## src/rtl/cpu_pkg.sv

```systemverilog
// Shared definitions for the fetch path: state encoding and default datapath width.
package cpu_pkg;

   localparam int ADDR_W_DEFAULT = 32;

   typedef enum logic [1:0] {
      S_IDLE = 2'd0,
      S_REQ  = 2'd1,
      S_WAIT = 2'd2,
      S_LOAD = 2'd3
   } fetch_state_t;

endpackage

```

## src/rtl/fetch_timeout_ctr.sv

```systemverilog
// WAIT-state cycle counter; expired flags the last cycle the fetch may still wait.
module fetch_timeout_ctr #(
   parameter int TIMEOUT = 16
) (
   input  logic clk,
   input  logic clr,
   input  logic load,
   input  logic enable,
   output logic expired
);

   localparam int CW = $clog2(TIMEOUT) + 1;

   logic [CW-1:0] cnt;

   always_ff @(posedge clk or negedge clr) begin
      if (!clr) begin
         cnt <= '0;
      end else if (load) begin
         cnt <= '0;
      end else if (enable) begin
         cnt <= cnt + CW'(1);
      end
   end

   assign expired = (cnt == CW'(TIMEOUT - 1));

endmodule

```

## src/rtl/instr_fetch.sv

```systemverilog
// Instruction fetch sequencer: issues one memory read per accepted start and loads ir.
// state  | meaning
// S_IDLE | waiting for start; ir/ir_valid hold the last result
// S_REQ  | read strobe issued, mem_ready not yet trusted
// S_WAIT | strobe held, waiting for data or timeout
// S_LOAD | ir loaded, inc_pc pulsed
module instr_fetch
   import cpu_pkg::*;
#(
   parameter int TIMEOUT = 16,
   parameter int ADDR_W  = ADDR_W_DEFAULT
) (
   input  logic              clk,
   input  logic              clr,
   input  logic              start,
   input  logic              flush,
   input  logic [ADDR_W-1:0] pc,
   input  logic [ADDR_W-1:0] mem_rdata,
   input  logic              mem_ready,
   output logic [ADDR_W-1:0] mem_addr,
   output logic              mem_rd,
   output logic [ADDR_W-1:0] ir,
   output logic              ir_valid,
   output logic              inc_pc,
   output logic              busy,
   output logic              fetch_err
);

   fetch_state_t state;
   logic         tmo_load;
   logic         tmo_en;
   logic         tmo_expired;

   assign tmo_load = (state == S_REQ);
   assign tmo_en   = (state == S_WAIT) && !mem_ready && !flush;

   fetch_timeout_ctr #(.TIMEOUT(TIMEOUT)) u_tmo (
      .clk     (clk),
      .clr     (clr),
      .load    (tmo_load),
      .enable  (tmo_en),
      .expired (tmo_expired)
   );

   always_ff @(posedge clk or negedge clr) begin
      if (!clr) begin
         state     <= S_IDLE;
         mem_addr  <= '0;
         mem_rd    <= 1'b0;
         ir        <= '0;
         ir_valid  <= 1'b0;
         inc_pc    <= 1'b0;
         busy      <= 1'b0;
         fetch_err <= 1'b0;
      end else begin
         inc_pc    <= 1'b0;
         fetch_err <= 1'b0;
         // flush outranks data and timeout in every state
         if (flush) begin
            state    <= S_IDLE;
            mem_rd   <= 1'b0;
            ir_valid <= 1'b0;
            busy     <= 1'b0;
         end else begin
            case (state)
               S_IDLE: begin
                  if (start) begin
                     mem_addr <= pc;
                     ir_valid <= 1'b0;
                     mem_rd   <= 1'b1;
                     busy     <= 1'b1;
                     state    <= S_REQ;
                  end
               end
               S_REQ: begin
                  state <= S_WAIT;
               end
               S_WAIT: begin
                  if (mem_ready) begin
                     ir       <= mem_rdata;
                     ir_valid <= 1'b1;
                     inc_pc   <= 1'b1;
                     mem_rd   <= 1'b0;
                     state    <= S_LOAD;
                  end else if (tmo_expired) begin
                     fetch_err <= 1'b1;
                     mem_rd    <= 1'b0;
                     ir_valid  <= 1'b0;
                     busy      <= 1'b0;
                     state     <= S_IDLE;
                  end
               end
               S_LOAD: begin
                  busy  <= 1'b0;
                  state <= S_IDLE;
               end
               default: begin
                  mem_rd <= 1'b0;
                  busy   <= 1'b0;
                  state  <= S_IDLE;
               end
            endcase
         end
      end
   end

endmodule

```

## config.mk

```make
export PLATFORM = sky130hd
export DESIGN_NAME = instr_fetch
export DESIGN_NICKNAME = d
export VERILOG_FILES = /design/src/rtl/cpu_pkg.sv /design/src/rtl/fetch_timeout_ctr.sv /design/src/rtl/instr_fetch.sv
export SDC_FILE = /design/constraint.sdc
export NUM_CORES = 1
export LEC_CHECK = 0
export BUFFER_PORTS_ARGS = -buffer_cell sky130_fd_sc_hd__buf_2
export CAP_MARGIN = 20
export CORE_MARGIN = 2
export CORE_UTILIZATION = 25
export DETAILED_ROUTE_END_ITERATION = 8
export PLACE_DENSITY_LB_ADDON = 0.3
export SYNTH_ARGS = -nofsm -noshare
export SYNTH_HDL_FRONTEND = slang
export SYNTH_SLANG_ARGS = --single-unit
```

## constraint.sdc

```tcl
create_clock -name clk -period 2 [get_ports clk]
set_clock_uncertainty 0.1 [all_clocks]
set_input_delay 0.1 -clock clk [delete_from_list [all_inputs] [get_ports clk]]
set_output_delay 0.1 -clock clk [all_outputs]
set_load 0.02 [all_outputs]
```

# Word-level counts from Yosys, hierarchy flattened
# Index checks and enable logic that the tools add are counted.
# op_classes
add_sub_neg	1
n_eq_ne	8
muxes	26
n_bitwise	1
n_reduce_logical	13
# ops
cell	count
two-way mux 1 bit	16
two-way mux 5 bit	2
!= test 3 bit, second input constant	3
AND reduction 3 bit	3
two-way mux 2 bit	4
case mux 2 bit (4 select lines)	1
adder 5 x 1 -> 5 bit, second input constant	1
equality test 5 x 4 -> 1 bit, second input constant	1
equality test 2 bit, second input constant	2
!= test 4 bit, second input constant	1
case mux 1 bit (2 select lines)	2
AND reduction 4 bit	1
nonzero test 4 bit	1
case mux 1 bit (3 select lines)	1
nonzero test 3 bit	1
equality test 2 x 1 -> 1 bit, second input constant	1
logical AND 1 bit	2
zero test 1 bit	2
zero test 2 bit	1
AND reduction 2 bit	1
nonzero test 2 bit	1
NOT 1 bit	1
# totals
regBits	76
in_bits	69
out_inout_bits	69
elab_cells	58

# Depth between registers and ports, before layout
# Gate-level depths: netlist (run 1).
# depth
depth_word	5
ltp_mapped	6
ltp_nobuf	6

# By module
# From an unflattened synthesis (run 1), not the netlist that was laid out.
# hier_totals
cells_unflattened	197
hier_area_um2	3074.2
# modules_own_cells
module	n_inst	cells_each	area_per_inst_um2	seq_area_each_um2
instr_fetch	1	174	2803.9	1776.7
fetch_timeout_ctr	1	23	270.3	125.1

# Least setup slack after synthesis (run 1)
# Ideal clock, no wire load.
# synth_timing
path_type	reg2reg
start	register state[0]
end	register u_tmo.cnt[3]
setup_ns	0.127
arrival_ns	1.517
t_required_ns	1.773
path_slack_ns	0.255
stages_incl_launch_ff	7
n_path_buf	1
period_less_slack_ns	1.745
path_cell_list	dfrtp_1 inv_1 ha_1 buf_6 nor3b_4 nand4_1 mux2_1
# synth_between
elab_chain_len	4
word_cells_on_any_way	6
classes_between	eq/ne: 2; mux: 1; reduce/logical: 3
# synth_lines
item	line_no	source
start, declared	instr_fetch.sv:29	fetch_state_t state;
start signal, assigned	instr_fetch.sv:47	state <= S_IDLE;
start signal, assigned	instr_fetch.sv:60	state <= S_IDLE;
start signal, assigned	instr_fetch.sv:72	state <= S_REQ;
equality test 2 bit	instr_fetch.sv:35	assign tmo_en = (state == S_WAIT) && !mem_ready && !flush;
logical AND 1 bit (2 in a row)	instr_fetch.sv:35	
nonzero test 2 bit (no line)	n/a	
end signal, assigned	fetch_timeout_ctr.sv:22	cnt <= cnt + CW'(1);
end, declared	fetch_timeout_ctr.sv:14	logic [CW-1:0] cnt;
# Several ways; a longest one is shown, not always the timed one.
# A chain may end at the register's enable or synchronous reset.

# Worst setup path after layout (run 1)
# layout_timing
start	register state[1]
end	register mem_addr[30]
# layout_between
elab_chain_len	2
# layout_lines
item	line_no	source
zero test 2 bit	instr_fetch.sv:65	case (state)
AND reduction 3 bit (no line)	n/a	
end signal, assigned	instr_fetch.sv:68	mem_addr <= pc;
end, declared	instr_fetch.sv:20	output logic [ADDR_W-1:0] mem_addr,
# No other way between the ends.

==> qor.csv, run 1 <==
metric,value,unit
status,finished clean,
drv_cap,0,
postRouteAntennaNets,0,
min_path_cells,4,
ioPinCount,138,
portBuffers,137,
fp.dieW,115.1,um
ir_worst_vdd,0.4718,mV
hpwl,4.634,mm
clockBufferDepth,2,
fmax,548.6,MHz
num-fill-cells,1110,
slowest_delay,450,ps
synthesis.nets,269,
min_path_type,input port to flop,
rr_worst_depth,4,
dr_total_vias,2344,
drt-total-wl,7.068,mm
fin_tns_setup,0,ps
power_density,1361,nW/um2
final_area,4938,um2
tightestPinTransition,516.2,ps
endpoint_kind,flop,
worstHoldStart,start,
clock_latency,330,ps
required,2110,ps
min_period_over_period,0.9114,
rows,40,
rsz0062_at_grt,false,
worst-setup-path-type,flop to flop,
ys_types,31,
grt_max_degree,40,
htreeDepth,3,
grt_usage,0.1092,
final_layout_size_suffix_gt1_frac,0.5585,
syn_area_per_cell,15.92,um2
path_clk_slew,60,ps
fin_nets,480,
slowest_stage,mux2_1,
yosysSeqAreaShare,0.6159,
root_buffer,clkbuf_16,
whs,121.6,ps
place_area,3936,um2
antenna_found_initial,0,
r2r_end,mem_addr[30],
globalRouteOverflowTotal,0,
leakagePower,2.431,nW
synthToLayoutAreaGrowth,59.93,%
cp_top_family,multiplexers,
finalSetupViolCount,0,
diodes,0,
crit_fanout,32,
final-seq-area,1902,um2
crit_arrival,1940,ps
grt_pass1_vias,2395,
fp.dieArea,13260,um2
chipHeight,115.1,um
cts_sinks,76,
drt_iter0_drc,59,
post_drt_wl_per_cell,12.69,um
cts_buffers,9,
initial_core_util,0.2571,
ys_warn_count,0,
ys_seq_elements,76,
multi_input_area,1094,um2
fin_crit,1823,ps
drv_slew,0,
drc,0,
hold_viol,0,
r2r-start,state[1],
worstPathCellList,"inv_1, ha_1, nand3_4, mux2_1",
worstSetupStartpointType,flop,
synth_area,3088,um2
core-area,12010,um2
viasPerCell,4.208,
netlist_instances,194,
rrSetupSlack,180,ps
cts_tree,built,
gp_congestion,0.6974,
cp.buffers_inverters,1,
dr.pass1.iters,4,
grt_pass1_wl,11.19,mm
hold_path_end,state[1],
max-slew-margin-rel,0.6559,
## worst min-delay path, cell delays in order
cell and delay [ps]:
buf_2 120, nor2b_2 80, a21oi_1 120, o32ai_1 80
## how the worst max path moves through the flow
stage	to	startpoint	cells after the start	slack, ps
2_1_floorplan	u_tmo.cnt[3]	state[0]	6	260
3_3_place_gp	ir_valid	u_tmo.cnt[0]	6	170
3_5_place_dp	ir_valid	u_tmo.cnt[0]	6	130
4_1_cts	ir_valid	u_tmo.cnt[0]	6	110
5_1_grt	mem_addr[0]	state[1]	4	30
6_report	mem_addr[30]	state[1]	4	180
## synth_stat cells
library cell	n	area, um2
a211oi_1	1	7.510
a21oi_1	3	15.01
and2_2	1	7.510
and3_1	1	6.260
and4bb_2	1	12.51
buf_6	7	78.83
dfrtp_1	76	1902
ha_1	6	75.07
inv_1	4	15.01
inv_2	1	3.750
mux2_1	3	33.78
mux2_2	63	709.4
mux2i_1	2	20.02
nand2b_1	1	6.260
nand3_4	2	35.03
nand3b_1	1	7.510
nand4_1	1	6.260
nor2_1	5	18.77
nor2b_1	1	6.260
nor2b_2	1	8.760
nor3_1	1	5.000
nor3b_1	1	7.510
nor3b_4	1	18.77
o211ai_1	1	7.510
o311ai_0	2	17.52
o31ai_1	1	7.510
o32ai_1	1	8.760
o41ai_1	1	8.760
or2_2	1	6.260
or4_1	1	7.510
xnor2_1	2	17.52
## layout by cell type, fill, tap and decap left out, types with 3 or more instances in the layout
| cell | count |
|---|---|
| mux2_1 | 3 |
| clkbuf_16 | 9 |
| inv_1 | 4 |
| dlygate4sd3_1 | 66 |
| ha_1 | 6 |
| buf_4 | 3 |
| clkbuf_8 | 3 |
| nor2_1 | 5 |
| a21oi_1 | 3 |
| mux2_2 | 63 |
| dfrtp_1 | 76 |
| buf_2 | 136 |
## where the power goes
part | internal [mW] | total [mW] | switching, mW
sequential | 2.17 | 2.46 | 0.295
combinational | 1.09 | 2.48 | 1.39
clock | 1.19 | 1.78 | 0.594
total | 4.45 | 6.72 | 2.27
## layer usage
layer	wire [um]	up-vias	track usage
met5	0	-	0
met3	487	11	0.03585
met4	138	0	0.05542
met2	3579	87	0.1914
met1	2862	1133	0.1180
li1	-	1113	-
## registers in the layout (all words and copies together), names as in the netlist
name,cells
busy,1
fetch_err,1
inc_pc,1
ir,32
ir_valid,1
mem_addr,32
mem_rd,1
state,2
u_tmo.cnt,5
## cell families after synthesis
kind of cell,Yosys count,share of synthesized area
adders and majority gates,6,0.02431
buffers and inverters,12,0.03160
xor gates and xnor gates,2,0.005674
muxes,68,0.2472
and+or+nand+nor,20,0.05187
DFF,76,0.6159
AOI/OAI and AO/OA,10,0.02350
## area by class of cell
| cell class | count | area share |
|---|---|---|
| clock buffer | 12 | 0.05397 |
| sequential | 76 | 0.3851 |
| inverter | 5 | 0.003800 |
| clock inverter | 4 | 0.01419 |
| multi-input combinational | 106 | 0.2214 |
| timing repair buffer | 207 | 0.2843 |
| tap | 147 | 0.03724 |
## stage by stage
| stage | setup slack, ps | std cells | utilization | total power, mW |
|---|---|---|---|---|
| global placement | 167.7 | 475 | 0.3277 | 4.837 |
| finish | 177.3 | 557 | 0.4111 | 6.721 |
| floorplan | 255.3 | 194 | - | 3.999 |
| global route | 28.32 | 557 | 0.4111 | 7.120 |
| CTS | 114.7 | 557 | 0.4107 | 6.802 |
| detailed placement | 127.5 | 475 | 0.3277 | 4.873 |
## repair_timing
item                       in CTS  in global routing
buffers inserted                0                  0
resized for setup               0                  1
hold endpoints to repair      104                  0
setup endpoints to repair       0                  4
hold buffers                   66                  0
Power figures use the tool's default switching activity.
==> run 2: changes to the inputs <==
Settings changed: ABC_AREA set to 0.
Clock period 2 ns to 1.55 ns, I/O delays scaled along.
==> qor.csv, run 2 (synthesis results as in run 1) <==
metric,value,unit,change
endpoint_kind,flop,,unchanged
grt_max_degree,77,,was 40
most-common-layout-cells,"buf_2 (136), dfrtp_1 (76), dlygate4sd3_1 (66)",,unchanged
num-fill-cells,1095,,was 1110
fin_nets,501,,was 480
clockBufferDepth,2,,unchanged
ioPinCount,138,,unchanged
grt_pass1_wl,11.88,mm,was 11.19 mm
post-route-util,0.4419,,was 0.4111
fp.dieArea,13260,um2,unchanged
p_int,5.909,mW,was 4.446 mW
power_frac_comb,0.414,,was 0.368
violations,setup timing,,
final-seq-area,1902,um2,unchanged
diodes,0,,unchanged
gp_congestion,0.7583,,was 0.6974
grtUsageMet1,0.1358,,was 0.1180
slowest_stage,or4_4,,was mux2_1
grt_pass1_vias,2505,,was 2395
postRouteAntennaNets,0,,unchanged
drt-total-wl,7.604,mm,was 7.068 mm
rsz0062_at_grt,true,,was false
met2_usage,0.1945,,was 0.1914
required,1680,ps,was 2110 ps
initial_core_util,0.2571,,unchanged
hold_viol,0,,unchanged
hpwl,4.921,mm,was 4.634 mm
leakagePower,2.690,nW,was 2.431 nW
cts_tree,built,,unchanged
grt_usage,0.1141,,was 0.1092
busiest_layer,met2,,unchanged
fmax,606.6,MHz,was 548.6 MHz
min_path_type,input port to flop,,unchanged
fin_tns_setup,-1503,ps,was 0 ps
globalRouteOverflowTotal,0,,unchanged
min_period_over_period,1.064,,was 0.9114
core-area,12010,um2,unchanged
cp.buffers_inverters,2,,was 1
fin_ws,-98.58,ps,was 177.3 ps
power_density,1690,nW/um2,was 1361 nW/um2
p_seq_frac,0.358,,was 0.366
switching_share,0.3414,,was 0.3385
drv_cap,0,,unchanged
rows,40,,unchanged
pwr-share-clk,0.228,,was 0.265
drc,0,,unchanged
largest_registers,"ir (32), mem_addr (32), u_tmo.cnt (5)",,unchanged
worstPathCellList,"inv_2, buf_4, ha_4, nor2b_4, or4_4, o32ai_2",,"was inv_1, ha_1, nand3_4, mux2_1"
drt_iter0_drc,38,,was 59
viasPerCell,4.176,,was 4.208
tightestPinTransition,402.0,ps,was 516.2 ps
preCtsSetupSlack,-125.8,ps,was 127.5 ps
chipHeight,115.1,um,unchanged
cp_top_family,simple AND/OR/NAND/NOR gates,,was multiplexers
drv_slew,0,,unchanged
multi_input_area,1289,um2,was 1094 um2
crit_arrival,1780,ps,was 1940 ps
place_area,4210,um2,was 3936 um2
root_buffer,clkbuf_16,,unchanged
slowest_delay,480,ps,was 450 ps
clock_latency,330,ps,about the same
worstSetupStartpointType,flop,,unchanged
layout_commonest_cell,buf_2,,unchanged
path_clk_slew,60,ps,about the same
synthToLayoutAreaGrowth,71.88,%,was 59.93%
htreeDepth,3,,unchanged
max-slew-margin-rel,0.7320,,was 0.6559
use_met3,0.03585,,unchanged
instances_no_fill,578,,was 557
switching_power,3.063,mW,was 2.275 mW
dr.pass1.iters,4,,unchanged
worst-setup-path-type,flop to flop,,unchanged
antenna_found_initial,0,,unchanged
dr_total_vias,2414,,was 2344
cts_buffers,9,,unchanged
place_inst,489,,was 475
fp.dieW,115.1,um,unchanged
crit_fanout,6,,was 32
final_layout_size_suffix_gt1_frac,0.5986,,was 0.5585
finalSetupViolCount,43,,was 0
fin_crit,1649,ps,was 1823 ps
final_area,5308,um2,was 4938 um2
post_drt_wl_per_cell,13.16,um,was 12.69 um
ir_worst_vdd,1.103,mV,was 0.4718 mV
status,"complete, but fails checks",,was finished clean
portBuffers,137,,unchanged
cts_sinks,76,,unchanged
-- run 2: changes by cell type in the layout (fill, tap and decap cells not counted), moves of 2 or more --
cell,change
mux2_4,+32
mux2_2,-31
buf_4,+15
ha_1,-4
ha_4,+3
buf_12,+2
buf_6,+2
clkbuf_1,+2
clkbuf_8,-2
-- run 2: what timing repair did --
| item | 4_1_cts | 5_1_grt |
|---|---|---|
| setup buffers | 1 | 5 |
| hold buffers | 66 | 0 |
| resized for setup | 7 | 9 |
| endpoints found under the setup margin | 38 | 67 |
| endpoints found under the hold margin | 144 | 0 |
| pin swaps | 4 | 5 |
| gates cloned | 0 | 1 |
-- run 2: power groups by stage --
| stage | logic, mW | registers, mW | clock network, mW |
|---|---|---|---|
| after floorplan | 1.18 | 4.23 | 0 |
| after global placement | 3.42 | 3.20 | 0 |
| after detailed placement | 3.45 | 3.22 | 0 |
| after CTS | 3.64 | 3.20 | 2.14 |
| after global routing | 3.97 | 3.30 | 2.21 |
| final | 3.71 | 3.21 | 2.05 |
-- run 2: worst reg2reg max path, stage by stage (launching register included) --
cell and delay, ps:
dfrtp_1 360, inv_2 70, buf_4 140, ha_4 170
nor2b_4 140, or4_4 480, o32ai_2 90
-- run 2: per-stage QoR --
| step | total power, mW | hold WS (ps) |
|---|---|---|
| finish | 8.972 | 143.6 |
| global route | 9.485 | 144.1 |
| CTS | 8.981 | 75.83 |
| detailed placement | 6.669 | 31.82 |
| global placement | 6.624 | 30.95 |
| floorplan | 5.409 | -318.1 |
-- run 2: metal layers --
layer  wire, um  vias to the layer above
li1           -                     1156
met1       3395                     1177
met2       3767                       73
met3        342                        8
met4         98                        0
met5          0                        -
-- run 2: final timing paths --
path / to / slack, ps / from / depth (start not counted)
worst max-delay path: state[1] / -100 / state[0] / 6
worst min-delay path: fetch_err / 140 / mem_ready / 3
worst max register to register: state[1] / -100 / state[0] / 6
worst min register to register: mem_addr[0] / 380 / mem_addr[0] / 1
max in group asynchronous: ir[3] / 820 / clr / 3
min in group asynchronous: mem_addr[31] / 220 / clr / 3
-- run 2: cell type report --
type / count / area share
flip-flops and latches: 76 / 0.3583
repair buffers: 228 / 0.3050
multi-input cells: 106 / 0.2428
clock buffers: 12 / 0.04644
well taps: 147 / 0.03465
clock inverters: 4 / 0.009194
inverters: 5 / 0.003536
==> run 3: changes to the inputs <==
Settings changed: ABC_AREA 0 to 1, CTS_BUF_LIST set to sky130_fd_sc_hd__clkbuf_16.
==> qor.csv, run 3 <==
metric,value,unit,change
viasPerCell,3.964,,was 4.176
hold_viol,0,,unchanged
most-common-layout-cells,"nand2_1 (146), buf_2 (136), dfrtp_1 (75)",,"was buf_2 (136), dfrtp_1 (76), dlygate4sd3_1 (66)"
grt_max_degree,39,,was 77
fp.dieW,116.5,um,was 115.1 um
p_seq_frac,0.357,,was 0.358
portBuffers,137,,unchanged
cts_tree,built,,unchanged
diodes,0,,unchanged
cts_buffers,9,,unchanged
async_flop_share,1.000,,unchanged
r2r_end,state[0],,was state[1]
worstHoldStart,mem_ready,,unchanged
whs,16.33,ps,was 143.6 ps
clockBufferDepth,2,,unchanged
rrSetupSlack,50,ps,was -100 ps
synth.top_cell.area_share,0.6013,,was 0.6159
status,finished clean,,"was complete, but fails checks"
synth_flop_cell,dfrtp_1,,unchanged
dr.pass1.iters,4,,unchanged
synth_common_cells,"nand2_1 (149), dfrtp_1 (76), inv_1 (42)",,"was dfrtp_1 (76), mux2_2 (63), buf_6 (7)"
switching_share,0.3825,,was 0.3414
htreeDepth,3,,unchanged
num-fill-cells,1208,,was 1095
switching_power,3.610,mW,was 3.063 mW
grt_pass1_vias,2973,,was 2505
largest_registers,"ir (32), mem_addr (32), u_tmo.cnt (5)",,unchanged
crit_fanout,3,,was 6
gp_congestion,0.7423,,was 0.7583
preCtsSetupSlack,-94.52,ps,was -125.8 ps
grt_pass1_wl,13.17,mm,was 11.88 mm
p_int,5.827,mW,was 5.909 mW
drt_iter0_drc,110,,was 38
initial_core_util,0.2537,,was 0.2571
drc,0,,unchanged
worst-setup-path-type,flop to flop,,unchanged
synth_area,3163,um2,was 3088 um2
hpwl,5.372,mm,was 4.921 mm
fin_ws,47.40,ps,was -98.58 ps
synth-edff-count,0,,unchanged
ir_worst_vdd,0.8916,mV,was 1.103 mV
r2r-start,u_tmo.cnt[1],,was state[0]
path_clk_slew,60,ps,about the same
fin_nets,651,,was 501
pwr-share-clk,0.247,,was 0.228
synthesis.nets,434,,was 269
min_period_over_period,0.9694,,was 1.064
place_area,4093,um2,was 4210 um2
synthToLayoutAreaGrowth,64.16,%,was 71.88%
p_total,9.436,mW,was 8.972 mW
final_area,5192,um2,was 5308 um2
drv_cap,0,,unchanged
endpoint_kind,flop,,unchanged
fin_crit,1503,ps,was 1649 ps
fin_tns_setup,0,ps,was -1503 ps
drt-total-wl,8.475,mm,was 7.604 mm
required,1670,ps,was 1680 ps
grt_usage,0.1259,,was 0.1141
rsz0062_at_grt,true,,unchanged
root_buffer,clkbuf_16,,unchanged
chipHeight,116.5,um,was 115.1 um
layout_commonest_cell,nand2_1,,was buf_2
min_path_type,input port to flop,,unchanged
worstSetupStartpointType,flop,,unchanged
final_layout_size_suffix_gt1_frac,0.3253,,was 0.5986
rows,41,,was 40
yosysSeqAreaShare,0.6013,,was 0.6159
syn_area_per_cell,8.811,um2,was 15.92 um2
tightestPinTransition,335.5,ps,was 402.0 ps
ioPinCount,138,,unchanged
postRouteAntennaNets,0,,unchanged
drv_slew,0,,unchanged
min_path_cells,4,,was 3
dr_total_vias,2985,,was 2414
crit_arrival,1620,ps,was 1780 ps
ys_seq_elements,76,,unchanged
max-slew-margin-rel,0.7763,,was 0.7320
fmax,665.5,MHz,was 606.6 MHz
power_frac_comb,0.396,,was 0.414
yosysTopAreaCell,dfrtp_1,,unchanged
ys_warn_count,0,,unchanged
globalRouteOverflowTotal,0,,unchanged
synth_area_leaders,"dfrtp_1 (60%), nand2_1 (18%), inv_1 (5.0%), o21ai_1 (4.0%), o21ai_0 (2.7%)",,"was dfrtp_1 (62%), mux2_2 (23%), buf_6 (2.6%), ha_1 (2.4%), nand3_4 (1.1%)"
finalSetupViolCount,0,,was 43
rr_worst_depth,10,,was 6
antenna_found_initial,0,,unchanged
hold_path_end,busy,,was fetch_err
power_density,1817,nW/um2,was 1690 nW/um2
core-area,12470,um2,was 12010 um2
synth.most_common_cell,nand2_1,,was dfrtp_1
ys_types,18,,was 31
fp.dieArea,13570,um2,was 13260 um2
post_drt_wl_per_cell,11.25,um,was 13.16 um
clock_latency,330,ps,about the same
leakagePower,2.845,nW,was 2.690 nW
netlist_instances,359,,was 194
cts_sinks,76,,unchanged
[run 3: changes by cell type after synthesis, sizes merged, moves of 2 or more]
cell	delta
mux2	-66
nand2	+150
mux2i	-2
nor2	+13
nand3	+4
o311ai	-2
xnor2	-2
buf	+6
nor2b	-2
o21ai	+42
nor3b	-2
inv	+39
[run 3: power by group through the flow]
stage	clock (mW)	sequential, mW	combinational [mW]
2_1_floorplan	0	4.39	1.15
3_3_place_gp	0	3.35	3.50
3_5_place_dp	0	3.37	3.55
4_1_cts	2.43	3.36	3.68
5_1_grt	2.52	3.47	4.17
6_report	2.33	3.37	3.73
[run 3: how the worst max path moves through the flow]
stage            startpoint       end  cells after the start
3_5_place_dp       state[1]  ir_valid                      5
2_1_floorplan  u_tmo.cnt[0]  state[0]                     10
3_3_place_gp       state[1]  ir_valid                      5
6_report       u_tmo.cnt[1]  state[0]                     10
5_1_grt        u_tmo.cnt[1]  state[0]                     10
4_1_cts        u_tmo.cnt[0]  state[0]                     10
[run 3: metal layers]
metal,up-vias,wire (um),global-route usage,part of all wire
li1,1528,-,-,-
met1,1333,3630,0.1404,0.43
met2,117,4076,0.2163,0.48
met3,7,665,0.05241,0.078
met4,0,103,0.04524,0.012
met5,-,0,0,0
[run 3: critical path, stage by stage (launching register included)]
cell	delay, ps
dfrtp_1	380
ha_2	200
nand2_2	60
nor2_2	40
ha_2	180
inv_2	80
nand2_2	50
nor2_2	120
nor2_2	70
nand2_1	60
o21ai_1	50
[run 3: area by class of cell]
cell class	instances	area (um2)	share of cell area
flip-flops and latches	76	1903	0.3665
repair buffers	219	1534	0.2954
multi-input cells	226	1033	0.1990
clock buffers	9	225.2	0.04337
well taps	172	215.2	0.04145
inverters	44	175.2	0.03373
clock inverters	7	106.4	0.02048
[run 3: cell families (layout without fill, tap and decap cells)]
logic type / Yosys count / after routing / share of synthesized area
buffers and inverters: 57 / 279 / 0.08584
AND/OR/NAND/NOR: 175 / 175 / 0.2180
adder cells (fa/ha/maj): 6 / 6 / 0.02373
flip-flops: 76 / 76 / 0.6013
AO/OA/AOI/OAI: 45 / 45 / 0.07120
[run 3: through the flow]
| step | cells | util |
|---|---|---|
| final | 753 | 0.4165 |
| after global routing | 753 | 0.4165 |
| after CTS | 750 | 0.4082 |
| after detailed placement | 669 | 0.3283 |
| after global placement | 669 | 0.3283 |
| after floorplan | 359 | - |
[run 3: what timing repair did]
item | CTS | global route
endpoints found under the setup margin | 40 | 58
gates resized for setup | 7 | 23
hold endpoints to repair | 140 | 0
buffers inserted | 0 | 2
cloned | 0 | 1
pin swaps | 1 | 12
hold buffers | 65 | 0
